`src/rtl/jam_cost_table.sv`:
```
// 8x8 cost table for the job-assignment engine: serial row-major load after reset,
// then zero-latency lookup of table[W][J]; also a load checksum and a lookup counter.
//   state   | meaning
//   S_IDLE  | no valid table; waiting for load_start
//   S_LOAD  | accepting entries at ptr_q (load_ready=1)
//   S_READY | table valid; Cost answers lookups, lookup_cnt runs
module jam_cost_table #(
  parameter int COST_W = 7,
  parameter int N      = 8,
  parameter int CNT_W  = 16
) (
  input  logic              CLK,
  input  logic              RST_N,
  input  logic              load_start,
  input  logic              load_valid,
  input  logic [COST_W-1:0] load_data,
  output logic              load_ready,
  output logic              load_done,
  output logic              table_ready,
  input  logic [2:0]        W,
  input  logic [2:0]        J,
  output logic [COST_W-1:0] Cost,
  output logic [12:0]       checksum,
  output logic [CNT_W-1:0]  lookup_cnt
);

  localparam int SUM_W = 13;

  typedef enum logic [1:0] {S_IDLE, S_LOAD, S_READY} state_e;

  state_e            state_q;
  logic [5:0]        ptr_q;
  logic [SUM_W-1:0]  sum_q;
  logic [SUM_W-1:0]  sum_d;
  logic [SUM_W-1:0]  checksum_q;
  logic [CNT_W-1:0]  lookup_cnt_q;
  logic              load_ready_q;
  logic              load_done_q;
  logic              table_ready_q;
  logic [COST_W-1:0] cost_mem_q [N*N];

  assign sum_d = sum_q + {{(SUM_W-COST_W){1'b0}}, load_data};

  always_ff @(posedge CLK or negedge RST_N) begin
    if (!RST_N) begin
      state_q       <= S_IDLE;
      ptr_q         <= '0;
      sum_q         <= '0;
      checksum_q    <= '0;
      lookup_cnt_q  <= '0;
      load_ready_q  <= 1'b0;
      load_done_q   <= 1'b0;
      table_ready_q <= 1'b0;
      for (int i = 0; i < N*N; i++) cost_mem_q[i] <= '0;
    end else begin
      load_done_q <= 1'b0;
      if (state_q == S_READY && lookup_cnt_q != {CNT_W{1'b1}})
        lookup_cnt_q <= lookup_cnt_q + 1'b1;
      // A start pulse always wins, including over a beat offered in the same cycle.
      if (load_start) begin
        state_q       <= S_LOAD;
        load_ready_q  <= 1'b1;
        table_ready_q <= 1'b0;
        ptr_q         <= '0;
        sum_q         <= '0;
      end else begin
        case (state_q)
          S_IDLE: begin
            ptr_q <= '0;
            sum_q <= '0;
          end
          S_LOAD: begin
            if (load_valid) begin
              cost_mem_q[ptr_q] <= load_data;
              ptr_q             <= ptr_q + 6'd1;
              sum_q             <= sum_d;
              if (ptr_q == 6'd63) begin
                state_q       <= S_READY;
                load_ready_q  <= 1'b0;
                table_ready_q <= 1'b1;
                load_done_q   <= 1'b1;
                checksum_q    <= sum_d;
                lookup_cnt_q  <= '0;
              end
            end
          end
          S_READY: ;
          default: begin
            state_q       <= S_IDLE;
            load_ready_q  <= 1'b0;
            table_ready_q <= 1'b0;
          end
        endcase
      end
    end
  end

  // W and J arrive registered, so the lookup is a single mux level off the table.
  assign Cost        = table_ready_q ? cost_mem_q[{W, J}] : '0;
  assign load_ready  = load_ready_q;
  assign load_done   = load_done_q;
  assign table_ready = table_ready_q;
  assign checksum    = checksum_q;
  assign lookup_cnt  = lookup_cnt_q;

endmodule

```
`config.mk`:
```
export PLATFORM = sky130hd
export DESIGN_NAME = jam_cost_table
export DESIGN_NICKNAME = d
export VERILOG_FILES = /design/src/rtl/jam_cost_table.sv
export SDC_FILE = /design/constraint.sdc
export NUM_CORES = 1
export LEC_CHECK = 0
export CAP_MARGIN = 20
export CORE_AREA = 4 4 200 202
export CTS_CLUSTER_SIZE = 12
export DETAILED_ROUTE_END_ITERATION = 16
export DIE_AREA = 0 0 204 206
export PLACE_DENSITY_LB_ADDON = 0.2
export SLEW_MARGIN = 25
export SYNTH_ARGS = -nofsm -noshare
export SYNTH_HDL_FRONTEND = slang
export SYNTH_SLANG_ARGS = --single-unit
```
`constraint.sdc`:
```
create_clock -name CLK -period 2.55 [get_ports CLK]
set_clock_uncertainty 0.1 [all_clocks]
set_input_delay 0.3825 -clock CLK [delete_from_list [all_inputs] [get_ports CLK]]
set_output_delay 0.3825 -clock CLK [all_outputs]
set_load 0.1 [all_outputs]
```
==> metrics.yaml <==
run_status:
  run_status: "finished with violations"
  violations: "setup timing"
routing:
  drt_iter0_drc: 945
  ant_nets: 0
  vias: 14500
  wl_per_cell_um: 25.0
  via_per_inst: 6.25
  routed_wl_mm: 58.3
  drc: 0
  first_pass_iters: 5
sta:
  grt_setup_unrepaired: "yes"
  holdWs_ns: 0.115
  timing.fmax_mhz: 323
  setup_viol: 7
  fin_ws_ns: -0.547
  slew_headroom_pct: 47.8
  post-route-period-util_pct: 121
  tightestPinTransition_ns: 0.783
  slew_viol_final: 0
  finalCriticalPeriod_ns: 3.10
  tns_ns: -2.82
  hold_violations: 0
worst_setup_path:
  crit_arrival_ns: 2.61
  r2r_slack_ns: 0.23
  startpoint_type: "register"
  cp_max_fo: 2
  worst-setup-path-type: "register to primary output"
  required_ns: 2.07
  end_kind: "primary output"
synthesis:
  ys_types: 62
  avgSynthCellArea_um2: 14.3
  ys_seq_area_share_pct: 53.4
  synth_warnings: 0
  synth_nets: 1658
  synth_area_leaders: "dfrtp_1 (53%), mux2_2 (21%), mux4_2 (11%)"
  yosysTopAreaCellShare_pct: 53.4
  synth_edf_count: 0
  synth_area_leader_cell: "dfrtp_1"
  ys_ff_latch: 499
  netlist_area_mm2: 0.0234
  async_flop_share_pct: 100
  synthCells: 1631
  ys.flop_type: "dfrtp_1"
placement:
  pre_cts_slack_ns: -0.635
  detailedPlacementHpwl_mm: 38.8
  io_buffers: 55
  place_area_mm2: 0.0257
  placed_cells: 2238
  gp_congestion: 0.863
power_and_ir_drop:
  power.density_mw_per_mm2: 600
  ir_drop_mv: 0.465
  leakagePower_nw: 13.3
cells_and_area:
  drive_above_1_share_pct: 51.0
  seq_area_mm2: 0.0125
  fillCellCount: 2444
  multi_input_area_mm2: 0.0106
  final_common_cell: "dfrtp_1"
  area_delta_synth_final_pct: 17.2
  nNetsFinal: 1803
  final_cell_mix: "dfrtp_1 (493), mux2_2 (429), buf_4 (150)"
  fin_cells: 2329
  final_cell_area_mm2: 0.0274
cts:
  cts_max_level: 2
  cts_inserted_buffers: 52
  clk_latency_ns: 0.60
  clkTransAtPathRegs_ns: 0.06
  cts_root_buf: "clkbuf_16"
  cts_tree: "done"
  clkSinkCount: 499
  cts_max_path_buffers: 3
global_route:
  antenna_found_initial: 1
  grt_use_total_pct: 29.0
  grt-ovfl-total: 0
  grt_start_max_net_pins: 79
  grt_pass1_vias: 15700
  grt_first_pass_wirelength_mm: 93.3
floorplanning:
  die_x_um: 204
  start_util_pct: 61.1
  io_pins: 56
  core_area_mm2: 0.0383
  fp.dieH_um: 206
  fp.dieArea_mm2: 0.0420
  rows: 72
run:
  maxCapViolations: 0
worst_hold_path:
  holdCritPathClass: "input pin to register"
==> Yosys cell counts (4+ instances only) <==
library cell,count
dfrtp_1,499
mux2_2,433
mux4_2,112
nand2_1,72
clkbuf_1,64
o21ai_0,50
nor2_1,37
nand2_2,26
buf_2,25
nor2_2,25
nor3_1,22
a21oi_1,21
buf_4,17
mux2i_1,15
nand3_1,15
nor2b_1,15
o22ai_1,15
xnor2_1,13
a22o_1,9
ha_1,9
buf_1,8
xor2_1,8
a211oi_1,7
and3_1,7
inv_1,7
mux2_1,7
nand2b_1,7
nand3b_1,7
or3_1,7
a31oi_1,6
nor2_8,6
o221ai_1,5
a22oi_1,4
o31ai_1,4
==> state kept, by name (all words and copies together), names as in the netlist <==
register     flops
table_ready      1
load_done        1
checksum        13
state_q          1
cost_mem_q     448
lookup_cnt      16
ptr_q            6
sum_q           13
==> layer usage <==
metal	vias up	part of all wire, %	GRT usage [%]
li1	6303	-	-
met1	7709	41	39.0
met2	398	49	47.9
met3	136	5.7	6.03
met4	0	3.7	9.88
met5	-	0	0
==> cells by family (layout without fill, tap and decap cells) <==
kind of cell | Yosys count | in the layout | synth area share (%)
XOR/XNOR | 21 | 21 | 0.786
flip-flops | 499 | 499 | 53.4
AND/OR/NAND/NOR | 269 | 269 | 6.46
adder cells (fa/ha/maj) | 10 | 10 | 0.567
multiplexers | 567 | 567 | 32.6
AO/OA/AOI/OAI | 142 | 142 | 3.82
other | 0 | 1 | 0
buffers and inverters | 123 | 302 | 2.42
==> report_power, final <==
part	switching [W]	total, W	internal [W]
sequential	0.0000574	0.00807	0.00802
clock	0.00309	0.00731	0.00422
combinational	0.000669	0.00108	0.000410
==> critical path, stage by stage, from the launching register on <==
cell	delay [ns]
dfrtp_1	0.40
mux4_2	0.48
mux4_2	0.54
a22oi_2	0.28
o32ai_4	0.13
buf_12	0.20
==> what timing repair did <==
item | CTS | global route
setup buffers | 0 | 1
hold endpoints to repair | 40 | 0
endpoints found under the setup margin | 7 | 14
resized for setup | 22 | 9
hold buffers | 1 | 0
pin swaps | 5 | 4
==> path summary, 6_finish.rpt <==
check	startpoint	end	depth (start not counted)
worst max-delay path	cost_mem_q[335]	Cost[6]	5
worst min-delay path	load_data[0]	checksum[0]	4
worst max register to register	sum_q[0]	checksum[8]	9
worst min register to register	checksum[8]	checksum[8]	2
max in group asynchronous	RST_N	cost_mem_q[284]	3
min in group asynchronous	RST_N	cost_mem_q[385]	2
==> cell type report <==
class | count | share of cell area (%)
antenna | 1 | 0.00912
clock buffer | 77 | 5.41
clock inverter | 11 | 0.506
inverter | 7 | 0.0958
multi-input combinational | 1009 | 38.5
sequential | 499 | 45.5
tap | 518 | 2.36
timing repair buffer | 207 | 7.61
==> through the flow <==
| step | util (%) | power (W) |
|---|---|---|
| 2_1_floorplan | - | 0.00877 |
| 3_3_place_gp | 67.0 | 0.00924 |
| 3_5_place_dp | 67.0 | 0.00928 |
| 4_1_cts | 71.5 | 0.0166 |
| 5_1_grt | 71.7 | 0.0170 |
| 6_report | 71.7 | 0.0165 |
(Power assumes the default switching activity.)
